[config.mk]
export PLATFORM = sky130hd
export DESIGN_NAME = ads1293
export DESIGN_NICKNAME = d
export VERILOG_FILES = /design/src/rtl/ads1293_pkg.sv /design/src/rtl/ads1293_spi_core.sv /design/src/rtl/ads1293.sv
export SDC_FILE = /design/constraint.sdc
export NUM_CORES = 1
export LEC_CHECK = 0
export ABC_AREA = 0
export CORE_ASPECT_RATIO = 1.4
export CORE_UTILIZATION = 49
export DETAILED_ROUTE_END_ITERATION = 8
export PLACE_DENSITY_LB_ADDON = 0.08
export REMOVE_ABC_BUFFERS = 1
export SLEW_MARGIN = 20
export SYNTH_ARGS = -nofsm -noshare
export SYNTH_HDL_FRONTEND = slang
export SYNTH_HIERARCHICAL = 1
export SYNTH_SLANG_ARGS = --single-unit
[constraint.sdc]
create_clock -name clk -period 4 [get_ports clk]
set_clock_uncertainty 0.2 [all_clocks]
set_input_delay 0.4 -clock clk [delete_from_list [all_inputs] [get_ports clk]]
set_output_delay 0.4 -clock clk [all_outputs]
set_load 0.05 [all_outputs]
[src/rtl/ads1293_pkg.sv]
// Shared types and constants for the ADS1293 SPI register poller.
package ads1293_pkg;

  typedef enum logic [2:0] {
    ST_IDLE     = 3'd0,
    ST_CS_SETUP = 3'd1,
    ST_SHIFT    = 3'd2,
    ST_CS_HOLD  = 3'd3,
    ST_GAP      = 3'd4
  } state_e;

  localparam int unsigned FRAME_W = 16;
  localparam int unsigned BYTE_W  = 8;

  localparam logic              CMD_READ    = 1'b1;
  localparam logic              CMD_WRITE   = 1'b0;
  localparam logic [6:0]        CONFIG_ADDR = 7'h00;
  localparam logic [BYTE_W-1:0] CONFIG_VAL  = 8'h01;

  // Command byte followed by data byte, MSB first on the wire.
  function automatic logic [FRAME_W-1:0] spi_frame(input logic rw, input logic [6:0] addr,
                                                  input logic [BYTE_W-1:0] data);
    return {rw, addr, data};
  endfunction

endpackage

[src/rtl/ads1293_spi_core.sv]
// SPI mode-0 shifter: sck generation, bit counter, tx/rx shift registers.
module ads1293_spi_core
  import ads1293_pkg::*;
#(
  parameter int unsigned CLK_DIV = 4
) (
  input  logic               clk,
  input  logic               rst_n,
  input  logic               load_i,
  input  logic [FRAME_W-1:0] tx_word_i,
  input  logic               go_i,
  input  logic               miso_i,
  output logic               sck_o,
  output logic               mosi_o,
  output logic               last_c,
  output logic [BYTE_W-1:0]  rx_byte_o
);

  localparam int unsigned DIV_W = 8;

  logic [DIV_W-1:0]   div_q;
  logic [3:0]         bit_q;
  logic [FRAME_W-1:0] tx_q;
  logic [BYTE_W-1:0]  rx_q;
  logic               sck_q;
  logic               act_q;
  logic               tick_c;

  assign tick_c    = act_q && (div_q == DIV_W'(CLK_DIV - 1));
  assign last_c    = tick_c && sck_q && (bit_q == 4'd15);
  assign sck_o     = sck_q;
  assign mosi_o    = tx_q[FRAME_W-1];
  assign rx_byte_o = rx_q;

  // Half-period divider; mosi shifts on sck fall, miso captured on sck rise of bits 9-16.
  always_ff @(posedge clk or negedge rst_n) begin
    if (!rst_n) begin
      div_q <= '0;
      bit_q <= '0;
      tx_q  <= '0;
      rx_q  <= '0;
      sck_q <= 1'b0;
      act_q <= 1'b0;
    end else if (load_i) begin
      div_q <= '0;
      bit_q <= '0;
      tx_q  <= tx_word_i;
      rx_q  <= '0;
      sck_q <= 1'b0;
      act_q <= 1'b0;
    end else if (go_i) begin
      // First rising edge: bit 1 is command, nothing to capture.
      div_q <= '0;
      sck_q <= 1'b1;
      act_q <= 1'b1;
    end else if (act_q) begin
      if (tick_c) begin
        div_q <= '0;
        sck_q <= ~sck_q;
        if (sck_q) begin
          tx_q  <= {tx_q[FRAME_W-2:0], 1'b0};
          bit_q <= bit_q + 4'd1;
          if (bit_q == 4'd15) act_q <= 1'b0;
        end else if (bit_q[3]) begin
          rx_q <= {rx_q[BYTE_W-2:0], miso_i};
        end
      end else begin
        div_q <= div_q + DIV_W'(1);
      end
    end
  end

endmodule

[src/rtl/ads1293.sv]
// ADS1293 register poller: repeatedly reads REG_ADDR over SPI mode 0 while en is high.
// Build option: define ADS1293_INIT_EN to issue a CONFIG start-conversion write first after reset.
module ads1293
  import ads1293_pkg::*;
#(
  parameter int unsigned CLK_DIV  = 4,
  parameter logic [6:0]  REG_ADDR = 7'h40,
  parameter int unsigned CS_GAP   = 8
) (
  input  logic             clk,
  input  logic             rst_n,
  input  logic             en,
  output logic [BYTE_W-1:0] data_out,
  input  logic             miso,
  output logic             mosi,
  output logic             cs,
  output logic             sck,
  output logic             done
);

  localparam int unsigned CNT_W = 16;

`ifdef ADS1293_INIT_EN
  localparam logic INIT_EN = 1'b1;
`else
  localparam logic INIT_EN = 1'b0;
`endif

  state_e             state_q;
  logic [CNT_W-1:0]   cnt_q;
  logic               cs_q;
  logic               done_q;
  logic               rdy_q;
  logic               wr_q;
  logic               init_pend_q;
  logic [BYTE_W-1:0]  data_q;

  logic               load_c;
  logic               go_c;
  logic               last_c;
  logic [FRAME_W-1:0] frame_c;
  logic [BYTE_W-1:0]  rx_byte;

  assign load_c  = (state_q == ST_IDLE) && rdy_q && en;
  assign go_c    = (state_q == ST_CS_SETUP) && (cnt_q == CNT_W'(CLK_DIV - 1));
  assign frame_c = init_pend_q ? spi_frame(CMD_WRITE, CONFIG_ADDR, CONFIG_VAL)
                               : spi_frame(CMD_READ, REG_ADDR, '0);

  assign data_out = data_q;
  assign cs       = cs_q;
  assign done     = done_q;

  ads1293_spi_core #(.CLK_DIV(CLK_DIV)) u_core (
    .clk       (clk),
    .rst_n     (rst_n),
    .load_i    (load_c),
    .tx_word_i (frame_c),
    .go_i      (go_c),
    .miso_i    (miso),
    .sck_o     (sck),
    .mosi_o    (mosi),
    .last_c    (last_c),
    .rx_byte_o (rx_byte)
  );

  // Transaction sequencer: cs framing, setup/hold/gap timing, result publication.
  always_ff @(posedge clk or negedge rst_n) begin
    if (!rst_n) begin
      state_q     <= ST_IDLE;
      cnt_q       <= '0;
      cs_q        <= 1'b1;
      done_q      <= 1'b0;
      rdy_q       <= 1'b0;
      wr_q        <= 1'b0;
      init_pend_q <= INIT_EN;
      data_q      <= '0;
    end else begin
      done_q <= 1'b0;
      // Holds off the first transaction until the second edge out of reset.
      rdy_q  <= 1'b1;
      case (state_q)
        ST_IDLE: begin
          if (load_c) begin
            state_q     <= ST_CS_SETUP;
            cs_q        <= 1'b0;
            cnt_q       <= '0;
            wr_q        <= init_pend_q;
            init_pend_q <= 1'b0;
          end
        end
        ST_CS_SETUP: begin
          if (go_c) begin
            state_q <= ST_SHIFT;
            cnt_q   <= '0;
          end else begin
            cnt_q <= cnt_q + CNT_W'(1);
          end
        end
        ST_SHIFT: begin
          if (last_c) begin
            state_q <= ST_CS_HOLD;
            cnt_q   <= '0;
          end
        end
        ST_CS_HOLD: begin
          if (cnt_q == CNT_W'(CLK_DIV - 1)) begin
            state_q <= ST_GAP;
            cs_q    <= 1'b1;
            cnt_q   <= '0;
            if (!wr_q) begin
              data_q <= rx_byte;
              done_q <= 1'b1;
            end
          end else begin
            cnt_q <= cnt_q + CNT_W'(1);
          end
        end
        ST_GAP: begin
          if (cnt_q == CNT_W'(CS_GAP - 1)) begin
            state_q <= ST_IDLE;
            cnt_q   <= '0;
          end else begin
            cnt_q <= cnt_q + CNT_W'(1);
          end
        end
        default: begin
          state_q <= ST_IDLE;
          cnt_q   <= '0;
          cs_q    <= 1'b1;
        end
      endcase
    end
  end

endmodule

Word-level counts from Yosys, hierarchy flattened
Cells that the tools add are included.
{"block": "totals", "inputBits": 4, "reg_bits": 68, "out_inout_bits": 12, "word_cells": 100}
{"block": "op_classes", "reduce_logical": 21, "mux": 47, "add_sub_neg": 3, "n_eq_ne": 15, "bitwise_logic": 2}
{"cell": "16-bit 2-to-1 mux", "count": 10}
{"cell": "8-bit 2-to-1 mux", "count": 10}
{"cell": "16-bit case mux with 5 select lines", "count": 1}
{"cell": "4-bit 2-to-1 mux", "count": 5}
{"cell": "16-bit by 1-bit adder with 16-bit output (second input constant)", "count": 1}
{"cell": "16-bit by 2-bit == test with 1-bit output (second input constant)", "count": 1}
{"cell": "16-bit by 3-bit == test with 1-bit output (second input constant)", "count": 1}
{"cell": "3-bit 2-to-1 mux", "count": 5}
{"cell": "3-bit case mux with 5 select lines", "count": 1}
{"cell": "1-bit 2-to-1 mux", "count": 14}
{"cell": "2-bit inequality test (second input constant)", "count": 7}
{"cell": "5-bit AND reduction", "count": 2}
{"cell": "8-bit by 1-bit adder with 8-bit output (second input constant)", "count": 1}
{"cell": "8-bit by 2-bit == test with 1-bit output (second input constant)", "count": 1}
{"cell": "2-bit nonzero test", "count": 4}
{"cell": "3-bit by 2-bit == test with 1-bit output (second input constant)", "count": 2}
{"cell": "1-bit logical AND", "count": 6}
{"cell": "2-bit AND reduction", "count": 3}
{"cell": "3-bit nonzero test", "count": 2}
{"cell": "4-bit by 1-bit adder with 4-bit output (second input constant)", "count": 1}
{"cell": "4-bit == test (second input constant)", "count": 1}
{"cell": "4-bit AND reduction", "count": 1}
{"cell": "3-bit by 1-bit == test with 1-bit output (second input constant)", "count": 1}
{"cell": "3-bit == test (second input constant)", "count": 1}
{"cell": "5 further kinds", "count": 6}

Depth between registers and ports, before layout
{"block": "depth", "depth_word": 7, "mapped_depth": 10}

Cells and area by module
Netlist, hierarchy kept.
{"mod": "ads1293_spi_core", "area_per_inst_um2": 2053.2, "instances": 1, "cells_per_inst": 214}
{"mod": "ads1293", "area_per_inst_um2": 1591.5, "instances": 1, "cells_per_inst": 151}

Worst setup path before layout
No wires, ideal clock.
{"block": "synth_timing", "path_kind": "flip-flop to flip-flop", "from": "register cnt_q[0]", "to": "register u_core.tx_q[7]", "setup_slack_ps": 959, "setup_ps": 124, "path_stages_with_launch": 11, "arrival_ps": 2717, "path_cell_list": "dfrtp_1 -> ha_1 -> nor4b_2 -> nand4_2 -> or2_4 -> nor3_1 -> nand2b_1 -> clkbuf_1 -> clkbuf_1 -> nor4_1 -> a211o_1"}
{"block": "synth_between", "elab_chain_cells": 4}
{"item": "from (decl)", "line": "ads1293.sv:30", "text": "logic [CNT_W-1:0] cnt_q;"}
{"item": "from (signal assigned)", "line": "ads1293.sv:96", "text": "cnt_q <= cnt_q + CNT_W'(1);"}
{"item": "from (signal assigned)", "line": "ads1293.sv:115", "text": "cnt_q <= cnt_q + CNT_W'(1);"}
{"item": "from (signal assigned)", "line": "ads1293.sv:123", "text": "cnt_q <= cnt_q + CNT_W'(1);"}
{"item": "16-bit by 2-bit == test with 1-bit output", "line": "ads1293.sv:45", "text": "assign go_c = (state_q == ST_CS_SETUP) && (cnt_q == CNT_W'(CLK_DIV - 1));"}
{"item": "1-bit logical AND", "line": "ads1293.sv:45"}
{"item": "via go_c", "line": "ads1293.sv:39", "text": "logic go_c;"}
{"item": "2-bit inequality test (no line)"}
{"item": "4-bit AND reduction (no line)"}
{"item": "to (signal assigned)", "line": "ads1293_spi_core.sv:47", "text": "tx_q <= tx_word_i;"}
{"item": "to (signal assigned)", "line": "ads1293_spi_core.sv:61", "text": "tx_q <= {tx_q[FRAME_W-2:0], 1'b0};"}
{"item": "to (decl)", "line": "ads1293_spi_core.sv:23", "text": "logic [FRAME_W-1:0] tx_q;"}
The timed path passes the listed nets, and every way through them passes these cells.
A chain may end at the register's enable or synchronous reset.

Worst setup path after layout
{"block": "layout_timing", "from": "register cnt_q[0]", "to": "register u_core.bit_q[3]"}
{"block": "layout_between", "elab_chain_cells": 4}
{"item": "16-bit by 2-bit == test with 1-bit output", "line": "ads1293.sv:45"}
{"item": "1-bit logical AND", "line": "ads1293.sv:45"}
{"item": "via go_c", "line": "ads1293.sv:39"}
{"item": "2-bit inequality test (no line)"}
{"item": "4-bit AND reduction (no line)"}
{"item": "to (signal assigned)", "line": "ads1293_spi_core.sv:62", "text": "bit_q <= bit_q + 4'd1;"}
{"item": "to (decl)", "line": "ads1293_spi_core.sv:22", "text": "logic [3:0] bit_q;"}
The timed path passes the listed nets, and every way through them passes these cells.

==> summary.md <==
| Metric | Value |
|---|---|
| Syn Inst Count | 365 |
| CP Data Required Time | ~4.0 ns |
| Max Cap Viol | 0 |
| Pre-antenna DRT Iters | 4 |
| Die extent in x | 74.9 µm |
| Clk Latency, worst-skew pair | 0.35 ns |
| Switching share of power | 43.4% |
| Final number of setup-violating endpoints | 0 |
| Total CTS buffers | 9 |
| Post-DRT Antenna Nets | 0 |
| YS warnings | 6 |
| Top sig layer | met4 |
| Max VDD drop | 454 µV |
| Post-route cell area | 0.00415 mm² |
| CTS tree | built |
| Io pins | 16 |
| Worst reg2reg path depth | 9 |
| H-tree Lvls | 3 |
| Slew @ Worst Pin | 1.03 ns |
| Pre-CTS setup slack | 0.833 ns |
| Outcome | completed |
| Total power | 0.00326 W |
| Post-synth EDFFs | 0 |
| Drt total wl | about 7.9 mm |
| Clock network power share | 18.5% |
| Vias per inst | 5.88 |
| Placed Area | 0.00394 mm² |
| CORE AREA | between 0.007 and 0.008 mm² |
| Initial Utilization | between 50% and 60% |
| Register area share after synthesis | 46.7% |
| Achievable frequency | 312 MHz |
| R2r endpoint | u_core/bit_q[3] |
| Logic pwr share | 45.4% |
| Fin. Hold Viols | 0 |
| HP Class | reg2reg |
| P_int | 0.00184 W |
| Clk sinks | 68 |
| Global-route usage over all layers | between 20% and 30% |
| Per-cell routed wire length | 16.3 µm |
| Avg Cell Area, Syn | 9.99 µm² |
| Prevailing post-synth register cell | dfrtp_1 |
| Die Area | 0.00779 mm² |
| Chip height | roughly 100 µm |
| Worst Setup SP | cnt_q[0] |
| Synth async-reset ratio | 100% |
| CP Launch Type | flip-flop |
| Initial antenna violation count | 0 |
| Dpl hpwl | about 5.1 mm |
| PD cells | 785 mW/mm² |
| Fin crit period | roughly 3.2 ns |
| IO Port Bufs | 15 |
| DRC Markers | 0 |
| Global route overflow | 0 |
| Setup CP Type | reg2reg |
| Worst-path maximum fanout | 19 |
| P_leak | 1.79 nW |
| Wire length on met3 | 155 µm |
| Share of cells above drive strength 1 | 14.1% |
| WP data arrival | 3.24 ns |
| RSZ-0062 raised after global routing | false |
| Antenna cell count | 0 |
| Routed wl met2 | roughly 4.0 mm |
| Setup crit end | u_core/bit_q[3] |
| Layout net count | 394 |
| Sequential power share | 36.1% |
| First-pass GRT wire length | 13.6 mm |
| First DRT Iteration DRCs | roughly 150 |
| R2R setup slack | 0.80 ns |
| Final setup margin | 0.799 ns |
| Rel. slew slack | 31.0% |
| Met1 wire length | 3.58 mm |
| Pin count of the biggest net entering global routing | 50 |
| Vias | roughly 2900 |
| Root buffer cell | clkbuf_8 |
| Reg2reg start | cnt_q[0] |
| Net load switching power | 0.00142 W |
| Vias in the first global route | 2827 |
| Clk slew on worst S/H paths | 0.07 ns |
| RePlAce Congestion | 0.815 |
| CTS Buffer Depth | 2 |
| Mapped cell area | 0.00364 mm² |
| Crit path capture type | flip-flop |
| Post-cts sizing count | 0 |
| Cell variety after synth | 55 |
| Final slew viol count | 0 |
| Tightest hold margin | 0.314 ns |
| Share of the clock period used by the worst path | 80.0% |
| Yosys reg bits | 68 |
| # rows | 36 |
| Synth-to-layout area growth | 13.9% |
## placed cells by master, fill, tap and decap left out, drive strengths merged, types with 2 or more instances in the layout
| cell | netlist | layout |
|---|---|---|
| dfrtp | 67 | 67 |
| a21oi | 27 | 27 |
| nand2 | 19 | 19 |
| nor4 | 19 | 19 |
| nand2b | 18 | 18 |
| conb | 2 | 17 |
| nand3 | 16 | 16 |
| a31oi | 16 | 16 |
| nand4 | 15 | 15 |
| a211o | 14 | 14 |
| clkdlybuf4s50 | 0 | 14 |
| o31ai | 14 | 14 |
| nor2 | 12 | 12 |
| mux2 | 11 | 11 |
| nor3 | 10 | 10 |
| clkbuf | 19 | 10 |
| buf | 10 | 10 |
| o21ai | 9 | 9 |
| inv | 8 | 8 |
| or3 | 7 | 7 |
| nor2b | 6 | 6 |
| or4 | 5 | 5 |
| mux2i | 4 | 4 |
| or2 | 4 | 4 |
| and3 | 3 | 3 |
| a21o | 3 | 3 |
| a221o | 3 | 3 |
| ha | 3 | 3 |
| a22o | 2 | 2 |
| xnor2 | 2 | 2 |
| clkinv | 0 | 2 |
| bufinv | 0 | 2 |
| or3b | 2 | 2 |
| o21a | 2 | 2 |
| nor3b | 2 | 2 |
## stage by stage
step | utilization (%) | setup TNS (ns) | std cells
4_1_cts | 58.7 | 0 | 486
5_1_grt | 58.7 | 0 | 486
2_1_floorplan | - | -20.55 | 351
3_5_place_dp | 55.6 | 0 | 470
6_report | 58.7 | 0 | 486
3_3_place_gp | 55.6 | 0 | 470
## flip-flops by register name, indices dropped and copies added (netlist names), 3 cells and up
| signal | cells |
|---|---|
| cnt_q | 16 |
| u_core/tx_q | 16 |
| data_out | 8 |
| u_core/div_q | 8 |
| u_core/rx_byte_o | 8 |
| u_core/bit_q | 4 |
| state_q | 3 |
## worst max-delay path, stage by stage, from the launching register on
cell and delay [ns]:
dfrtp_1 0.41, ha_1 0.24, nor4b_2 0.28, nand4_2 0.23, or2_4 0.32, nor3_1 0.18
buf_4 0.17, nand2b_1 0.62, nor4_1 0.14, mux2_2 0.30
## area by class of cell
type | count | area, µm²
Sequential cell | 68 | 1700
Clock inverter | 5 | 77.6
Tap cell | 95 | 119
Fill cell | 633 | 2920
Inverter | 8 | 30.0
Clock buffer | 10 | 128
Multi-Input combinational cell | 275 | 1870
Timing Repair Buffer | 25 | 223
## how the worst min path moves through the flow
stage                     slack, ns  cells after the start           to   startpoint
after global placement         0.29                      1  data_out[3]  data_out[3]
final                          0.31                      1  data_out[2]  data_out[2]
after detailed placement       0.29                      1  data_out[2]  data_out[2]
after CTS                      0.32                      1  data_out[2]  data_out[2]
after global routing           0.32                      1  data_out[2]  data_out[2]
after floorplan                -0.1                      0     cnt_q[0]        rst_n
## logic make-up after synthesis
logic type                 count (synthesis)  synth area share, %
AOI/OAI and AO/OA                         93                 17.5
xor gates and xnor gates                   3                0.721
adders and majority gates                  3                 1.03
buffers and inverters                     37                 4.33
DFF                                       68                 46.7
muxes                                     15                 5.32
other                                      2                0.206
and+or+nand+nor                          144                 24.2
## timing repair
item | 4_1_cts | 5_1_grt
endpoints found under the hold margin | 33 | 0
buffers inserted | 0 | 0
hold buffers | 1 | 0
## Yosys cell counts (8+ instances only)
cell	number	area (µm²)
mux2_4	8	120
nand4_1	14	87.6
nor2_1	11	41.3
nand2_1	18	67.6
o31ai_1	14	105
nor4_1	16	100
nand2b_1	18	113
a21oi_1	27	135
inv_1	8	30.0
clkbuf_1	19	71.3
nor3_1	10	50.1
nand3_1	16	80.1
a31oi_1	16	100
dfrtp_1	67	1680
a211o_1	14	123
## power groups by stage
stage                     registers (W)  clock network (W)  logic, W
after floorplan                 0.00130                  0  0.000863
after global placement          0.00118                  0   0.00146
after detailed placement        0.00118                  0   0.00147
after CTS                       0.00117           0.000621   0.00148
after global routing            0.00121           0.000639   0.00162
final                           0.00118           0.000602   0.00148
## layer usage
metal,GRT usage (%),up-vias
met2,36.1,41
met3,2.91,12
met1,29.9,1406
met5,0,-
met4,10.9,0
li1,-,1397
No activity file was read; power rests on OpenSTA's default activity.
